**src/rtl/msk_sbox_layer_ctrl.sv**
```systemverilog
// msk_sbox_layer_ctrl: sequences one sbox layer over NCOL column groups
// through a shared, non-stalling masked sbox pipeline of fixed latency LAT.
// An issue happens only when fresh masking randomness is offered, so the
// randomness is never reused; write-backs mirror the issue pattern LAT
// cycles later.
//
// Handshake: rnd_valid/rnd_ready follow strict valid/ready semantics.
// rnd_ready is combinational from rnd_valid and the FSM state; a unit of
// randomness is consumed in exactly the cycles where rnd_valid && rnd_ready.
// rnd_ready never depends on anything downstream because the sbox pipeline
// cannot stall.
module msk_sbox_layer_ctrl #(
    parameter int d    = 4,
    parameter int NCOL = 8,
    parameter int LAT  = 2,
    localparam int CW  = $clog2(NCOL)
) (
    input  logic          clk,
    input  logic          syn_rst,
    input  logic          start,
    input  logic          inverse,
    input  logic          rnd_valid,
    output logic          rnd_ready,
    output logic          sb_issue,
    output logic [CW-1:0] col_sel,
    output logic          inv_en,
    output logic          wb_en,
    output logic [CW-1:0] wb_sel,
    output logic          busy,
    output logic          done,
    output logic [1:0]    dbg_state
);

    typedef enum logic [1:0] {
        S_IDLE  = 2'd0,
        S_RUN   = 2'd1,
        S_DRAIN = 2'd2,
        S_DONE  = 2'd3
    } state_t;

    localparam logic [CW-1:0] LAST = CW'(NCOL - 1);

    // Parameter sanity: the controller only supports these ranges.
    if (NCOL < 2 || NCOL > 32) begin : g_bad_ncol
        $error("msk_sbox_layer_ctrl: NCOL must be in 2..32");
    end
    if (LAT < 1 || LAT > 4) begin : g_bad_lat
        $error("msk_sbox_layer_ctrl: LAT must be in 1..4");
    end
    if (d < 2) begin : g_bad_d
        $error("msk_sbox_layer_ctrl: a masked datapath needs at least 2 shares");
    end

    state_t          state_q;
    logic [CW-1:0]   issue_cnt_q;
    logic            mode_q;
    logic            busy_q;
    logic            done_q;
    logic [LAT-1:0]  vld_q;
    logic [CW-1:0]   idx_q [LAT];
    logic            issue;
    logic            last_wb_next;

    // An issue needs RUN and fresh randomness; reset suppresses everything.
    assign issue = (state_q == S_RUN) && rnd_valid && !syn_rst;

    // True when the write-back of column NCOL-1 will appear next cycle, so the
    // DONE state lines up with that final write-back.
    if (LAT == 1) begin : g_last_lat1
        assign last_wb_next = issue && (issue_cnt_q == LAST);
    end else begin : g_last_latn
        assign last_wb_next = vld_q[LAT-2] && (idx_q[LAT-2] == LAST);
    end

    // Layer FSM with registered status outputs and the issue counter.
    always_ff @(posedge clk) begin
        if (syn_rst) begin
            state_q     <= S_IDLE;
            issue_cnt_q <= '0;
            mode_q      <= 1'b0;
            busy_q      <= 1'b0;
            done_q      <= 1'b0;
        end else begin
            case (state_q)
                S_IDLE: begin
                    if (start) begin
                        state_q     <= S_RUN;
                        issue_cnt_q <= '0;
                        mode_q      <= inverse;
                        busy_q      <= 1'b1;
                    end
                end
                S_RUN: begin
                    if (issue) begin
                        if (issue_cnt_q == LAST) begin
                            // Counter holds at NCOL-1; no more issues this layer.
                            if (last_wb_next) begin
                                state_q <= S_DONE;
                                done_q  <= 1'b1;
                            end else begin
                                state_q <= S_DRAIN;
                            end
                        end else begin
                            issue_cnt_q <= issue_cnt_q + 1'b1;
                        end
                    end
                end
                S_DRAIN: begin
                    if (last_wb_next) begin
                        state_q <= S_DONE;
                        done_q  <= 1'b1;
                    end
                end
                S_DONE: begin
                    state_q     <= S_IDLE;
                    issue_cnt_q <= '0;
                    mode_q      <= 1'b0;
                    busy_q      <= 1'b0;
                    done_q      <= 1'b0;
                end
                default: begin
                    state_q <= S_IDLE;
                end
            endcase
        end
    end

    // Sbox pipeline tracker: shifts every cycle since the pipeline never stalls.
    always_ff @(posedge clk) begin
        if (syn_rst) begin
            vld_q <= '0;
            for (int i = 0; i < LAT; i++) begin
                idx_q[i] <= '0;
            end
        end else begin
            vld_q[0] <= issue;
            idx_q[0] <= issue ? issue_cnt_q : '0;
            for (int i = 1; i < LAT; i++) begin
                vld_q[i] <= vld_q[i-1];
                idx_q[i] <= idx_q[i-1];
            end
        end
    end

    assign sb_issue  = issue;
    assign rnd_ready = issue;
    assign col_sel   = issue ? issue_cnt_q : '0;
    assign wb_en     = vld_q[LAT-1] && !syn_rst;
    assign wb_sel    = wb_en ? idx_q[LAT-1] : '0;
    assign busy      = busy_q && !syn_rst;
    assign done      = done_q && !syn_rst;
    assign inv_en    = mode_q && busy_q && !syn_rst;
    assign dbg_state = state_q;

endmodule

```
**config.mk**
```make
export PLATFORM = sky130hd
export DESIGN_NAME = msk_sbox_layer_ctrl
export DESIGN_NICKNAME = d
export VERILOG_FILES = /design/src/rtl/msk_sbox_layer_ctrl.sv
export SDC_FILE = /design/constraint.sdc
export NUM_CORES = 1
export LEC_CHECK = 0
export BUFFER_PORTS_ARGS = -buffer_cell sky130_fd_sc_hd__clkbuf_2
export CAP_MARGIN = 20
export CORE_MARGIN = 2
export CORE_UTILIZATION = 37
export DETAILED_ROUTE_END_ITERATION = 8
export PLACE_DENSITY_LB_ADDON = 0.2
export SYNTH_ARGS = -nofsm -noshare
export SYNTH_HDL_FRONTEND = slang
export SYNTH_SLANG_ARGS = --single-unit
```
**constraint.sdc**
```tcl
create_clock -name clk -period 2.1 [get_ports clk]
set_input_delay 0.21 -clock clk [delete_from_list [all_inputs] [get_ports clk]]
set_output_delay 0.21 -clock clk [all_outputs]
set_load 0.005 [all_outputs]
```
## Word level (Yosys, flattened, before mapping)

Memories as Yosys holds them, arrays and structs flattened.
Cells that the tools add are included.
W data, S select, Z words.

- Bits of input ports: 5
- Logic and storage cells: 62
- Bits in registers: 10
- RAM bits: 6
- Output and inout bits: 14
- Memories: 1

Memories:

| name | depth | width | rd ports | clocked after Yosys merged registers in | wr ports | line | RTL |
|---|---|---|---|---|---|---|---|
| idx_q | 2 | 3 | 2 | 0 | 2 | 60 | `logic [CW-1:0] idx_q [LAT];` |

- Bitwise gates (word level): 2
- Equality and inequality tests: 10
- Reduce and logical (&&, ||, !) cells: 17
- Muxes and demuxes: 25
- Add/sub/neg operators: 1

Operator list:

| kind | number |
|---|---|
| $mux W3 | 7 |
| $mux W1 | 9 |
| $pmux W3 S3 | 1 |
| $logic_and A1 B1 Y1 | 8 |
| $mux W2 | 4 |
| $ne A2 B2 Y1 const B | 4 |
| $pmux W2 S4 | 1 |
| $reduce_and A4 Y1 | 2 |
| $eq A3 B3 Y1 const B | 2 |
| $reduce_bool A3 Y1 | 2 |
| $eq A2 B2 Y1 const B | 2 |
| $pmux W1 S2 | 2 |
| $add A3 B1 Y3 const B | 1 |
| $pmux W1 S3 | 1 |
| $reduce_and A3 Y1 | 1 |
| $eq A2 B1 Y1 const B | 1 |
| $logic_not A2 Y1 | 1 |
| $ne A2 B1 Y1 const B | 1 |
| $or A1 B1 Y1 | 2 |
| $reduce_and A2 Y1 | 1 |
| $reduce_bool A2 Y1 | 1 |
| $logic_not A1 Y1 | 1 |

## Longest topological paths before layout

Gate-level depths: netlist of run 1.
An unclocked memory read counts as a cell.

- Word-level depth: 7
- Mapped depth: 7
- Gate-level depth less buffers: 6

## Least setup slack after synthesis of run 1

Ideal clock, no wire load.

- Path type: flip-flop to output port
- From: reg state_q[1] (netlist: dbg_state[1])
- To: out col_sel[0]
- Data required time: 1.890 ns
- Stages on the path, launching flop included: 7
- Setup slack: 0.600 ns
- Arrival time: 1.290 ns
- Buffers on the path: 2
- Path through: dfxtp_1 -> inv_1 -> ha_1 -> buf_4 -> and3b_1 -> clkbuf_1 -> and2_1

- Cells in the longest elaborated chain, start to end: 4

Ends and longest elaborated chain:

| what | line | RTL |
|---|---|---|
| start, declared | 54 | `state_t state_q;` |
| start signal, assigned | 78 | `state_q <= S_IDLE;` |
| start signal, assigned | 87 | `state_q <= S_RUN;` |
| start signal, assigned | 98 | `state_q <= S_DONE;` |
| $eq A2 B1 Y1 | 65 | `assign issue = (state_q == S_RUN) && rnd_valid && !syn_rst;` |
| $logic_and A1 B1 Y1 (2 in a row) | 65 |  |
| via rnd_ready | 23 | `output logic rnd_ready,` |
| $mux W3 | 147 | `assign col_sel = issue ? issue_cnt_q : '0;` |
| end, declared | 25 | `output logic [CW-1:0] col_sel,` |

The timed path passes the listed nets, and every way through them passes these cells.

## Worst setup path in the final report of run 1

- From: reg state_q[1] (netlist: dbg_state[1])
- To: out col_sel[2]

- Cells in the longest elaborated chain, start to end: 4

Ends and longest elaborated chain:

| what | line |
|---|---|
| $eq A2 B1 Y1 | 65 |
| $logic_and A1 B1 Y1 (2 in a row) | 65 |
| $mux W3 | 147 |

Every way passes these cells.

==> results of run 1 <==
[kinds of logic after synthesis]
group | after synthesis
AO/OA/AOI/OAI | 16
flip-flops | 16
buffers and inverters | 7
AND/OR/NAND/NOR | 37
adder cells (fa/ha/maj) | 6
[metal layers]
layer  wire length [µm]  vias to the layer above  track usage, %  part of all wire (%)
li1                   -                      321               -                     -
met1                608                      270            13.8                    47
met5                  0                        -               0                     0
met4                 12                        0            5.41                  0.93
met3                 57                        2            3.57                   4.4
met2                608                       11            17.8                    47
[timing repair]
item	in CTS	in global routing
hold buffers	0	0
resized for setup	0	1
endpoints found under the setup margin	0	2
[path summary, 6_finish.rpt]
check	start	to	depth (start not counted)	slack [ns]
max	dbg_state[1]	col_sel[2]	5	0.26
min	inverse	mode_q	3	0.18
max reg2reg	issue_cnt_q[0]	issue_cnt_q[1]	6	0.50
min reg2reg	vld_q[0]	vld_q[1]	1	0.47
[power groups by stage]
stage / clock network (mW) / registers (mW) / logic, mW
finish: 0.197 / 0.374 / 0.369
global route: 0.228 / 0.383 / 0.415
CTS: 0.209 / 0.376 / 0.368
detailed placement: 0 / 0.384 / 0.370
global placement: 0 / 0.381 / 0.364
floorplan: 0 / 0.377 / 0.300
[through the flow]
stage               hold WS, ns  worst slack [ns]  std cells  util [%]
floorplan                 0.360             0.600         82         -
global placement          0.444             0.467        123      44.9
detailed placement        0.447             0.397        123      44.9
CTS                       0.174             0.111        127      46.7
global route              0.211             0.133        127      46.8
finish                    0.182             0.259        127      46.8
[cell type report]
class                      instances  area (µm²)
sequential                        16         320
timing repair buffer              18        90.1
clock buffer                       4        36.3
multi-input combinational         59         445
tap                               27        33.8
inverter                           3        11.3
fill                             214        1060
[sequential cells by signal, summed over array words and instances, names as in the netlist]
name	cells
busy_q	1
dbg_state	2
done_q	1
idx_q	6
issue_cnt_q	3
mode_q	1
vld_q	2
[cells in the mapped netlist, drive strengths merged]
cell type  instances  share of area [%]
inv                3                1.4
a21oi              7                4.4
o22ai              1               0.79
ha                 6                9.4
nand3              2                1.3
a221oi             1                3.3
and2              10                7.8
nor2b              4                3.1
and4               1                1.1
and3b              2                2.2
o21ai              1               0.63
buf                2                1.9
nand4bb            1                3.5
nand2b             5                3.9
dfxtp             16                 40
a31o               1                1.1
nand4              1               0.79
nand2              4                1.9
a211oi             2                1.9
and2b              3                2.8
nor2               3                1.4
a22oi              1               0.94
nand3b             1               0.94
a41o               1                1.3
clkbuf             2               0.94
o2111ai            1                1.1
[tightest hold or removal path: stages]
cell and delay [ns]:
clkbuf_2 0.08, a22oi_1 0.07, nor2_1 0.08
==> flow_summary.json, run 1 <==
{
  "outcome": "finished clean",
  "switching_share_pct": 35.4,
  "max_freq_mhz": 543,
  "fin_total_pwr_uw": 941,
  "hold_violations": 0,
  "syn_inst": 82,
  "yosys_warnings": 0,
  "grt_max_degree": 20,
  "pwr-share-comb_pct": 39.2,
  "worstSkewPairLatency_ns": 0.28,
  "synthMuxAreaShare_pct": 0,
  "synth_nets": 93,
  "rsz0062_at_grt": "false",
  "antenna_found_initial": 0,
  "slew_violations": 0,
  "ys_seq_area_share_pct": 40.2,
  "max-slew-margin-rel_pct": 78.1,
  "worstSetupEndpointType": "output port",
  "synth_top_family_by_area": "simple AND/OR/NAND/NOR gates",
  "critical_path_buf_inv_count": 2,
  "synth_simple_gate_area_share_pct": 30.8,
  "fin_tns_setup_ns": 0,
  "worst_pin_slew_ns": 0.329,
  "wire_per_inst_um": 10.1,
  "p_int_uw": 608,
  "pwr-share-seq_pct": 39.8,
  "critPathTopFamily": "simple AND/OR/NAND/NOR gates",
  "p_clk_share_pct": 21.0,
  "ant_nets": 0,
  "die-area_mm2": 0.00254,
  "synth_compound_gate_area_share_pct": 15.4,
  "dr.pass1.iters": 4,
  "maxCapViolations": 0,
  "tritoncts": "done",
  "grt_first_pass_wirelength_um": 2130,
  "finClkSkew_ns": 0.00440,
  "synth_fa_ha_area_share_pct": 9.42,
  "io_pins": 19,
  "gp_congestion": 0.787,
  "clockBufferDepth": 2,
  "period_minus_slack_ns": 1.84,
  "ys_types": 26,
  "critical_path.slowest_cell": "dfxtp_1",
  "num_antenna_cells": 0,
  "routed_wl_um": 1290,
  "placed_area_um2": 898,
  "clkSlewWorstSetupHoldPaths_ns": 0.09,
  "vias": 604,
  "path_cells": "inv_1, ha_2, and3b_1, and2_1, clkbuf_2",
  "min-delay-path-class": "primary input to flip-flop",
  "synth-seq-cells": 16,
  "clock-root-buffer": "clkbuf_4",
  "cts_inserted_buffers": 3,
  "cts.sinks": 16,
  "cts.htree.levels": 1,
  "layout-drive-gt1-share_pct": 26.0,
  "setup_viol": 0,
  "dr.first_iter.drc_count": 2,
  "ir_drop_v": 0.000379,
  "rows": 16,
  "switchingPower_uw": 333,
  "fp.dieH_um": 50.4,
  "area_growth_pct": 17.6,
  "cts_setup_buffers": 0,
  "synth-xor-area-share_pct": 0,
  "fp.dieW_um": 50.4,
  "grt_pass1_vias": 498,
  "worst_ep_arrival_time_ns": 1.63,
  "drc": 0,
  "gr-total-overflow": 0,
  "fin_nets": 112,
  "powerDensity_mw_per_mm2": 1000,
  "io_buffer_count": 18,
  "slowest_delay_ns": 0.36,
  "start_util_pct": 39.8,
  "mostFrequentLayoutCells": "clkbuf_2, dfxtp_1, and2_1",
  "path_max_fanout": 10,
  "via_per_inst": 4.76,
  "synth_area_per_cell_um2": 9.72,
  "finalCritPeriodShare_pct": 87.7,
  "track_usage_pct": 11.3,
  "p_leak_nw": 0.426,
  "cp.required_ns": 1.89,
  "criticalPathCategory": "flip-flop to output port",
  "layout_commonest_cell": "clkbuf_2",
  "critPathLaunchType": "flip-flop",
  "final_cell_area_um2": 937,
  "coreArea_mm2": 0.00200,
  "place.detailed.hpwl_um": 994,
  "syn_area_um2": 797
}
Power figures use the tool's default switching activity.
==> inputs of run 2 (changes only) <==
--- a/config.mk
+++ b/config.mk
@@ -7,6 +7,8 @@
 export LEC_CHECK = 0
 export BUFFER_PORTS_ARGS = -buffer_cell sky130_fd_sc_hd__clkbuf_2
 export CAP_MARGIN = 20
+export CELL_PAD_IN_SITES_DETAIL_PLACEMENT = 0
+export CELL_PAD_IN_SITES_GLOBAL_PLACEMENT = 1
 export CORE_MARGIN = 2
 export CORE_UTILIZATION = 37
 export DETAILED_ROUTE_END_ITERATION = 8
==> flow_summary.json, run 2 (synthesis gave the netlist of run 1 again) <==
{
  "cts.htree.levels": 1,
  "top_regs": "idx_q x6, issue_cnt_q x3",
  "cp.required_ns": 1.89,
  "grt_pass1_vias": 549,
  "ant_nets": 0,
  "fp.dieW_um": 50.4,
  "drc": 0,
  "powerDensity_mw_per_mm2": 1000,
  "cts_hold_buf": 0,
  "max-slew-margin-rel_pct": 80.4,
  "coreArea_mm2": 0.00200,
  "dr.first_iter.drc_count": 6,
  "post-place-ws_ns": 0.400,
  "fin_nets": 113,
  "outcome": "finished clean",
  "clock-root-buffer": "clkbuf_4",
  "largest_reg_flops": 6,
  "worstSetupEndpointType": "output port",
  "p_leak_nw": 0.431,
  "slew_violations": 0,
  "setup_ws_ns": 0.247,
  "worstSkewPairLatency_ns": 0.28,
  "num_antenna_cells": 0,
  "top_register": "idx_q",
  "dr.pass1.iters": 4,
  "criticalPathCategory": "flip-flop to output port",
  "io_pins": 19,
  "period_minus_slack_ns": 1.85,
  "worst_pin_slew_ns": 0.295,
  "vias": 605,
  "clockBufferDepth": 2,
  "tritoncts": "done",
  "cts.sinks": 16,
  "path_max_fanout": 10,
  "layout-drive-gt1-share_pct": 26.7,
  "wire_per_inst_um": 10.6,
  "via_per_inst": 4.73,
  "antenna_found_initial": 0,
  "setup_viol": 0,
  "hold_ws_ns": 0.182,
  "area_growth_pct": 18.5,
  "io_buffer_count": 18,
  "fp.dieH_um": 50.4,
  "min-delay-path-class": "primary input to flip-flop",
  "finalCritPeriodShare_pct": 88.3,
  "finClkSkew_ns": 0.00559,
  "max_freq_mhz": 540,
  "grt_max_degree": 12,
  "layout_commonest_cell": "clkbuf_2",
  "die-area_mm2": 0.00254,
  "hold_violations": 0,
  "track_usage_pct": 12.3,
  "fin_tns_setup_ns": 0,
  "maxCapViolations": 0,
  "ir_drop_v": 0.000573,
  "worst_ep_arrival_time_ns": 1.64,
  "mostFrequentLayoutCells": "clkbuf_2, dfxtp_1, and2_1",
  "gp_congestion": 0.678,
  "routed_wl_um": 1350,
  "clkSlewWorstSetupHoldPaths_ns": 0.09,
  "fin_total_pwr_uw": 946,
  "gr-total-overflow": 0,
  "critPathLaunchType": "flip-flop",
  "start_util_pct": 39.8,
  "cts_inserted_buffers": 3,
  "rows": 16,
  "grt_first_pass_wirelength_um": 2350,
  "rsz0062_at_grt": "false",
  "place.detailed.hpwl_um": 1030
}
==> run 2: changes by cell type in the layout (fill, tap and decap cells not counted), sizes merged <==
cell,previous run,this run
buf,0,1
==> run 2: final cells by class <==
class                   count  area (µm²)
well taps                  27        33.8
multi-input cells          59         445
fillers                   208        1060
inverters                   3        11.3
clock buffers               4        36.3
flip-flops and latches     16         320
repair buffers             19        97.6
==> run 2: worst paths after layout <==
check | start | end | slack, ns | depth (start not counted)
max | dbg_state[1] | col_sel[0] | 0.25 | 5
min | inverse | mode_q | 0.18 | 3
max reg2reg | issue_cnt_q[0] | issue_cnt_q[2] | 0.50 | 6
min reg2reg | idx_q[0][2] | idx_q[0][5] | 0.46 | 1
==> run 2: critical path: stages (launching register included) <==
cell      delay, ns
dfxtp_1        0.36
inv_1          0.11
ha_2           0.33
and3b_1        0.30
and2_1         0.15
clkbuf_2       0.10
==> run 2: what timing repair did <==
item	4_1_cts	5_1_grt
setup endpoints to repair	0	3
gates resized for setup	0	1
buffers inserted	0	0
==> run 2: metal layers <==
layer | routed length [µm] | vias up | global-route usage (%) | part of all wire (%)
met5 | 0 | - | 0 | 0
li1 | - | 322 | - | -
met3 | 63 | 2 | 4.46 | 4.7
met4 | 14 | 0 | 4.05 | 1.0
met2 | 643 | 12 | 19.5 | 48
met1 | 630 | 269 | 15.3 | 47
==> run 2: per-stage QoR <==
step / util (%) / instance area [µm²] / instances
finish: 47.2 / 945 / 128
global route: 47.2 / 945 / 128
CTS: 47.1 / 942 / 128
detailed placement: 45.3 / 906 / 124
global placement: 45.3 / 906 / 124
floorplan: - / 797 / 82
==> run 2: power by group <==
part / internal, mW / leakage, nW / total [mW] / switching, mW
combinational: 0.160 / 0.280 / 0.373 / 0.213
clock: 0.105 / 0.0210 / 0.198 / 0.0930
sequential: 0.343 / 0.130 / 0.375 / 0.0319
